`src/rtl/scc_pipe_ctrl_if.sv`:
```
// Purpose: handshake/control bundle between the SCC pipeline datapath and
//          scc_pipe_ctrl.
// Signals:
//   datapath -> controller: id_valid, id_instr[31:0], ex_valid, ex_is_load,
//                           ex_dest[2:0], br_taken, resume
//   controller -> datapath: pc_en, pc_sel_br, if_id_en, if_id_flush,
//                           id_ex_bubble, halted, stall_cnt, flush_cnt
// Modports: master = datapath side, slave = controller side.
interface scc_pipe_ctrl_if #(
  parameter int unsigned CNT_W = 16
);
  logic             id_valid;
  logic [31:0]      id_instr;
  logic             ex_valid;
  logic             ex_is_load;
  logic [2:0]       ex_dest;
  logic             br_taken;
  logic             resume;

  logic             pc_en;
  logic             pc_sel_br;
  logic             if_id_en;
  logic             if_id_flush;
  logic             id_ex_bubble;
  logic             halted;
  logic [CNT_W-1:0] stall_cnt;
  logic [CNT_W-1:0] flush_cnt;

  modport master (
    output id_valid, id_instr, ex_valid, ex_is_load, ex_dest, br_taken, resume,
    input  pc_en, pc_sel_br, if_id_en, if_id_flush, id_ex_bubble, halted,
           stall_cnt, flush_cnt
  );

  modport slave (
    input  id_valid, id_instr, ex_valid, ex_is_load, ex_dest, br_taken, resume,
    output pc_en, pc_sel_br, if_id_en, if_id_flush, id_ex_bubble, halted,
           stall_cnt, flush_cnt
  );
endinterface

```
`src/rtl/scc_pipe_ctrl.sv`:
```
// Purpose: pipeline controller for the SCC IF->ID->EX datapath. Decodes the
//          register-read set of the IF/ID instruction, detects load-use
//          hazards against EX, and sequences stalls, branch flushes and the
//          HALT drain/resume through fetch/latch/bubble enables. Keeps
//          saturating stall and flush counters.
// Ports:
//   clk  - system clock, rising edge
//   rst  - asynchronous active-high reset
//   bus  - scc_pipe_ctrl_if.slave (decode/EX status in, pipeline enables,
//          halted flag and perf counters out)
// Pipeline enables are combinational from state and inputs; counters and
// FSM state are registered.
module scc_pipe_ctrl #(
  parameter int unsigned DRAIN_CYCLES = 3,
  parameter int unsigned CNT_W        = 16
) (
  input  logic           clk,
  input  logic           rst,
  scc_pipe_ctrl_if.slave bus
);

  localparam int unsigned DW = (DRAIN_CYCLES > 1) ? $clog2(DRAIN_CYCLES) : 1;

  localparam logic [1:0] S_RUN    = 2'd0;
  localparam logic [1:0] S_DRAIN  = 2'd1;
  localparam logic [1:0] S_HALTED = 2'd2;

  localparam logic [DW-1:0]    DRAIN_LOAD = DW'(DRAIN_CYCLES - 1);
  localparam logic [CNT_W-1:0] CNT_MAX    = '1;

  logic [1:0]       r_state;
  logic [1:0]       w_state_nxt;
  logic [DW-1:0]    r_drain;
  logic [DW-1:0]    w_drain_nxt;
  logic [CNT_W-1:0] r_stall_cnt;
  logic [CNT_W-1:0] r_flush_cnt;

  logic [2:0] w_ra;
  logic [2:0] w_rb;
  logic [2:0] w_rc;
  logic       w_rd_a;
  logic       w_rd_b;
  logic       w_rd_c;
  logic       w_is_halt;
  logic       w_hazard;
  logic       w_take;
  logic       w_halt_id;

  logic w_pc_en;
  logic w_pc_sel_br;
  logic w_if_id_en;
  logic w_if_id_flush;
  logic w_id_ex_bubble;
  logic w_halted;
  logic w_stall_inc;
  logic w_flush_inc;

  // Immediate/low field bits do not affect hazard detection.
  logic w_unused_instr;
  assign w_unused_instr = ^bus.id_instr[15:0];

  assign w_ra = bus.id_instr[21:19];
  assign w_rb = bus.id_instr[18:16];
  assign w_rc = bus.id_instr[24:22];

  // Register-read set of the instruction in IF/ID.
  always_comb begin
    w_rd_a    = 1'b0;
    w_rd_b    = 1'b0;
    w_rd_c    = 1'b0;
    w_is_halt = 1'b0;
    case (bus.id_instr[31:30])
      2'b00: w_rd_a = (bus.id_instr[29:26] != 4'b0000);
      2'b01: begin
        w_rd_a = 1'b1;
        w_rd_b = (bus.id_instr[29:25] != 5'b10110);
      end
      2'b10: begin
        w_rd_a = 1'b1;
        w_rd_c = bus.id_instr[25];
      end
      default: begin
        w_rd_a    = (bus.id_instr[28:25] == 4'b0010);
        w_is_halt = bus.id_instr[28] & ~bus.id_instr[27];
      end
    endcase
  end

  assign w_hazard = bus.id_valid & bus.ex_valid & bus.ex_is_load &
                    ((w_rd_a & (w_ra == bus.ex_dest)) |
                     (w_rd_b & (w_rb == bus.ex_dest)) |
                     (w_rd_c & (w_rc == bus.ex_dest)));
  assign w_take    = bus.ex_valid & bus.br_taken;
  assign w_halt_id = bus.id_valid & w_is_halt;

  // State register and drain counter.
  always_ff @(posedge clk or posedge rst) begin
    if (rst) begin
      r_state <= S_RUN;
      r_drain <= '0;
    end else begin
      r_state <= w_state_nxt;
      r_drain <= w_drain_nxt;
    end
  end

  // Next state and pipeline enables; reset forces a flushed, frozen front end.
  always_comb begin
    w_state_nxt    = r_state;
    w_drain_nxt    = r_drain;
    w_pc_en        = 1'b0;
    w_pc_sel_br    = 1'b0;
    w_if_id_en     = 1'b0;
    w_if_id_flush  = 1'b0;
    w_id_ex_bubble = 1'b1;
    w_halted       = 1'b0;
    w_stall_inc    = 1'b0;
    w_flush_inc    = 1'b0;
    case (r_state)
      S_RUN: begin
        if (w_take) begin
          w_pc_en       = 1'b1;
          w_pc_sel_br   = 1'b1;
          w_if_id_en    = 1'b1;
          w_if_id_flush = 1'b1;
          w_flush_inc   = 1'b1;
        end else if (w_hazard) begin
          w_stall_inc = 1'b1;
        end else if (w_halt_id) begin
          w_drain_nxt = DRAIN_LOAD;
          w_state_nxt = S_DRAIN;
        end else begin
          w_pc_en        = 1'b1;
          w_if_id_en     = 1'b1;
          w_id_ex_bubble = 1'b0;
        end
      end
      S_DRAIN: begin
        // A branch resolving during drain means the HALT was on a wrong path.
        if (w_take) begin
          w_pc_en       = 1'b1;
          w_pc_sel_br   = 1'b1;
          w_if_id_en    = 1'b1;
          w_if_id_flush = 1'b1;
          w_flush_inc   = 1'b1;
          w_drain_nxt   = '0;
          w_state_nxt   = S_RUN;
        end else if (r_drain == '0) begin
          w_state_nxt = S_HALTED;
        end else begin
          w_drain_nxt = r_drain - DW'(1);
        end
      end
      S_HALTED: begin
        w_halted = 1'b1;
        // PC already points past HALT; drop the HALT held in IF/ID.
        if (bus.resume) begin
          w_pc_en       = 1'b1;
          w_if_id_flush = 1'b1;
          w_state_nxt   = S_RUN;
        end
      end
      default: w_state_nxt = S_RUN;
    endcase
    if (rst) begin
      w_pc_en        = 1'b0;
      w_pc_sel_br    = 1'b0;
      w_if_id_en     = 1'b0;
      w_if_id_flush  = 1'b1;
      w_id_ex_bubble = 1'b1;
      w_halted       = 1'b0;
      w_stall_inc    = 1'b0;
      w_flush_inc    = 1'b0;
    end
  end

  // Saturating performance counters.
  always_ff @(posedge clk or posedge rst) begin
    if (rst) begin
      r_stall_cnt <= '0;
      r_flush_cnt <= '0;
    end else begin
      if (w_stall_inc && (r_stall_cnt != CNT_MAX)) begin
        r_stall_cnt <= r_stall_cnt + CNT_W'(1);
      end
      if (w_flush_inc && (r_flush_cnt != CNT_MAX)) begin
        r_flush_cnt <= r_flush_cnt + CNT_W'(1);
      end
    end
  end

  assign bus.pc_en        = w_pc_en;
  assign bus.pc_sel_br    = w_pc_sel_br;
  assign bus.if_id_en     = w_if_id_en;
  assign bus.if_id_flush  = w_if_id_flush;
  assign bus.id_ex_bubble = w_id_ex_bubble;
  assign bus.halted       = w_halted;
  assign bus.stall_cnt    = r_stall_cnt;
  assign bus.flush_cnt    = r_flush_cnt;

endmodule
```
`src/flat_wrapper.sv`:
```
// flat-port wrapper written by rule: the top's interface ports become plain ports
module scc_pipe_ctrl_flat 
#(
  parameter int unsigned DRAIN_CYCLES = 3,
  parameter int unsigned CNT_W        = 16
)
  (clk, rst, bus_id_valid, bus_id_instr, bus_ex_valid, bus_ex_is_load, bus_ex_dest, bus_br_taken, bus_resume, bus_pc_en, bus_pc_sel_br, bus_if_id_en, bus_if_id_flush, bus_id_ex_bubble, bus_halted, bus_stall_cnt, bus_flush_cnt);
  scc_pipe_ctrl_if #(.CNT_W(CNT_W)) bus_i ();
  input  logic clk;
  input  logic rst;
  input wire logic [$bits(bus_i.id_valid)-1:0] bus_id_valid;
  input wire logic [$bits(bus_i.id_instr)-1:0] bus_id_instr;
  input wire logic [$bits(bus_i.ex_valid)-1:0] bus_ex_valid;
  input wire logic [$bits(bus_i.ex_is_load)-1:0] bus_ex_is_load;
  input wire logic [$bits(bus_i.ex_dest)-1:0] bus_ex_dest;
  input wire logic [$bits(bus_i.br_taken)-1:0] bus_br_taken;
  input wire logic [$bits(bus_i.resume)-1:0] bus_resume;
  output wire logic [$bits(bus_i.pc_en)-1:0] bus_pc_en;
  output wire logic [$bits(bus_i.pc_sel_br)-1:0] bus_pc_sel_br;
  output wire logic [$bits(bus_i.if_id_en)-1:0] bus_if_id_en;
  output wire logic [$bits(bus_i.if_id_flush)-1:0] bus_if_id_flush;
  output wire logic [$bits(bus_i.id_ex_bubble)-1:0] bus_id_ex_bubble;
  output wire logic [$bits(bus_i.halted)-1:0] bus_halted;
  output wire logic [$bits(bus_i.stall_cnt)-1:0] bus_stall_cnt;
  output wire logic [$bits(bus_i.flush_cnt)-1:0] bus_flush_cnt;
  assign bus_i.id_valid = bus_id_valid;
  assign bus_i.id_instr = bus_id_instr;
  assign bus_i.ex_valid = bus_ex_valid;
  assign bus_i.ex_is_load = bus_ex_is_load;
  assign bus_i.ex_dest = bus_ex_dest;
  assign bus_i.br_taken = bus_br_taken;
  assign bus_i.resume = bus_resume;
  assign bus_pc_en = bus_i.pc_en;
  assign bus_pc_sel_br = bus_i.pc_sel_br;
  assign bus_if_id_en = bus_i.if_id_en;
  assign bus_if_id_flush = bus_i.if_id_flush;
  assign bus_id_ex_bubble = bus_i.id_ex_bubble;
  assign bus_halted = bus_i.halted;
  assign bus_stall_cnt = bus_i.stall_cnt;
  assign bus_flush_cnt = bus_i.flush_cnt;
  scc_pipe_ctrl #(.DRAIN_CYCLES(DRAIN_CYCLES), .CNT_W(CNT_W)) u_core (.clk(clk), .rst(rst), .bus(bus_i));
endmodule
```
`config.mk`:
```
export PLATFORM = sky130hd
export DESIGN_NAME = scc_pipe_ctrl_flat
export DESIGN_NICKNAME = d
export VERILOG_FILES = /design/src/rtl/scc_pipe_ctrl_if.sv /design/src/rtl/scc_pipe_ctrl.sv /design/src/flat_wrapper.sv
export SDC_FILE = /design/constraint.sdc
export NUM_CORES = 1
export LEC_CHECK = 0
export CORE_UTILIZATION = 45
export CTS_BUF_LIST = sky130_fd_sc_hd__clkbuf_8
export CTS_CLUSTER_SIZE = 24
export DETAILED_ROUTE_END_ITERATION = 8
export GPL_TIMING_DRIVEN = 0
export PLACE_DENSITY = 0.82
export SLEW_MARGIN = 5
export SYNTH_ARGS = -nofsm -noshare
export SYNTH_HDL_FRONTEND = slang
export SYNTH_SLANG_ARGS = --single-unit
export TNS_END_PERCENT = 30
```
`constraint.sdc`:
```
create_clock -name clk -period 3.5 [get_ports clk]
set_input_delay 0.7 -clock clk [delete_from_list [all_inputs] [get_ports clk]]
set_output_delay 0.7 -clock clk [all_outputs]
set_load 0.02 [all_outputs]
```
==> out/results.tsv <==
metric	value	unit
reg2reg setup slack	1.34	ns
H-tree depth	2	
top cell type's share of synthesized area	43.82	%
I/O pin cnt	80	
Slew headroom	49.53	%
layout net count	321	
PD cells	386.7	nW/um^2
Crit path required time	2.80	ns
Setup Viol. Count Final	0	
Hold Vio Cnt, Final	0	
clk slew on worst S/H paths	0.07	ns
status	complete, no violations	
final core occ	66.24	%
die span in x	69.59	um
largest net degree at the start of global routing	38	
First-pass DRT Iterations	4	
Final Non-Filler Cells	324	
Synth area leader	dfrtp_1	
Synth-to-Final Area Change	41.27	%
most common cell after layout, fill and taps aside	clkdlybuf4s50_1	
syn_area_per_cell	10.28	sq um
DRC Markers	0	
startpoint class of the critical path	input pin	
CTS sink count	36	
fin crit period	3.412	ns
Antenna Nets Post-Route	0	
Max Fclk	0.2931	GHz
total power	1.123	mW
vias per cell	5.321	
Synth Area in Compound Gates	6.756	%
routed vias	1724	
clock tree buffer depth	2	
# diodes	0	
initial antenna violation count	0	
largest family of logic cells by synthesized area	simple AND/OR/NAND/NOR gates	
input/output buffers	63	
Rows	24	
Die Height	69.59	um
Leakage	1.269	nW
WP data arrival	2.71	ns
fillcell total	363	
WL per Instance	13.34	um
commonest non-fill, non-tap cells in the layout	clkdlybuf4s50_1, dfrtp_1, xnor2_1	
first-pass GRT wire length	7576	um
Total GRT Usage	19.34	%
EDFF count, synth	0	
Worst Setup End Kind	primary output	
Initial Util	46.89	%
Final Cycle Share	97.49	%
ys async rst share	100.0	%
Worst Hold Class	reg -> reg	
Fin Clk Skew	0.004176	ns
number of global-route vias before repair	1749	
Area contributors post-synth	dfrtp_1, xnor2_1, xor2_1, ha_1, nand2_1	
placed insts	315	
CP Class	in -> out	
GP Congestion	0.7695	
measured slew at the worst slew-check pin	0.7559	ns
CTS tree	yes	
Total Routed Length	4322	um
CORE AREA	4384	sq um
hold_buf cts	0	
simple-gate portion of the synthesized area	24.47	%
Synth Instances	200	
post-synthesis xor/xnor area fraction	16.19	%
Pins Over Slew Limit	0	
mux share of post-synthesis cell area	2.130	%
crit-path max FO	3	
worst skew pair latency	0.28	ns
DIE AREA	4843	sq um
DR iter-0 viols	75	
RSZ-0062 raised after global routing	false	
synthesized area	2056	sq um
Num CTS Buffers	5	
Max IR drop VDD	0.2035	mV
share of cells above drive strength 1	13.60	%
max-cap check violation count	0	
Synth Area in Adders	4.260	%
Yosys cell types	45	
WHS	0.4706	ns
Seq/Total Area, Yosys	43.82	%
DP Wirelength	3331	um
synthesis warning total	0	
syn_nets	249	
Root Driver	clkbuf_8	
total grt overflow	0	
register bit total from synthesis	36	
Post-synth top flop	dfrtp_1	
metrics by stage:
step | setup WS (ns) | area, sq um | TNS, ns
after floorplan | 0.08551 | 2056 | 0
after detailed placement | -0.9365 | 2751 | -2.589
after CTS | -0.01601 | 2887 | -0.01883
after global routing | 0.006469 | 2904 | 0
after global placement | -0.9582 | 2751 | -2.840
final | 0.08790 | 2904 | 0
synthesized netlist by cell type, types with 3 or more instances:
cell type  number
nand2b_1        4
dfrtp_1        36
nor2_1         13
nor3_1          4
or3_1           3
inv_1          10
nand2_1        23
nand3_1        14
nand4_1         9
xor2_1         14
ha_1            7
xnor2_1        24
mux2_2          3
registers in the layout, indices dropped and copies added, names as in the netlist:
name                  count
u_core.bus.flush_cnt     16
u_core.bus.stall_cnt     16
u_core.r_drain            2
u_core.r_state            2
kinds of logic after synthesis:
kind of cell	Yosys count
AND/OR/NAND/NOR	89
XOR/XNOR	38
flip-flops	36
AO/OA/AOI/OAI	15
buffers and inverters	11
adder cells (fa/ha/maj)	7
multiplexers	4
timing repair:
item,in CTS,in global routing
pin swaps,6,6
setup endpoints to repair,3,3
gates resized for setup,30,8
setup buffers,2,0
critical path: stages:
cell and delay (ns):
clkdlybuf4s50_1 0.50, xor2_2 0.21, a2111oi_4 0.08, a221oi_4 0.29, nor2_2 0.08, or3b_4 0.39
or3_1 0.31, buf_4 0.16
worst paths after layout:
kind                            depth (start not counted)         startpoint                        to
min in group asynchronous                               2                rst   u_core.bus.flush_cnt[0]
max in group asynchronous                               2                rst  u_core.bus.flush_cnt[13]
worst max register to register                          4  u_core.r_state[1]  u_core.bus.stall_cnt[14]
worst max-delay path                                    8   bus_id_instr[19]          bus_id_ex_bubble
worst min-delay path                                    1  u_core.r_drain[0]         u_core.r_drain[0]
worst min register to register                          1  u_core.r_drain[0]         u_core.r_drain[0]
area by class of cell:
type / count / area, sq um / share of cell area (%)
plain buffers: 1 / 11.26 / 0.3878
clock buffers: 7 / 96.34 / 3.318
inverters: 10 / 37.54 / 1.293
multi-input cells: 153 / 1161 / 39.98
well taps: 52 / 65.06 / 2.240
repair buffers: 65 / 631.9 / 21.76
flip-flops and latches: 36 / 900.9 / 31.02
metal layers:
metal,wire length [um],global-route usage [%],vias up
li1,-,-,845
met1,1794,22.27,819
met2,2253,35.06,56
met3,234,5.378,4
met4,39,4.989,0
met5,0,0,-
report_power, final:
group / switching (mW) / leakage (nW) / internal, mW
registers: 0.0520 / 0.488 / 0.461
logic: 0.144 / 0.730 / 0.155
clock network: 0.136 / 0.0503 / 0.175
Power figures use the tool's default switching activity.
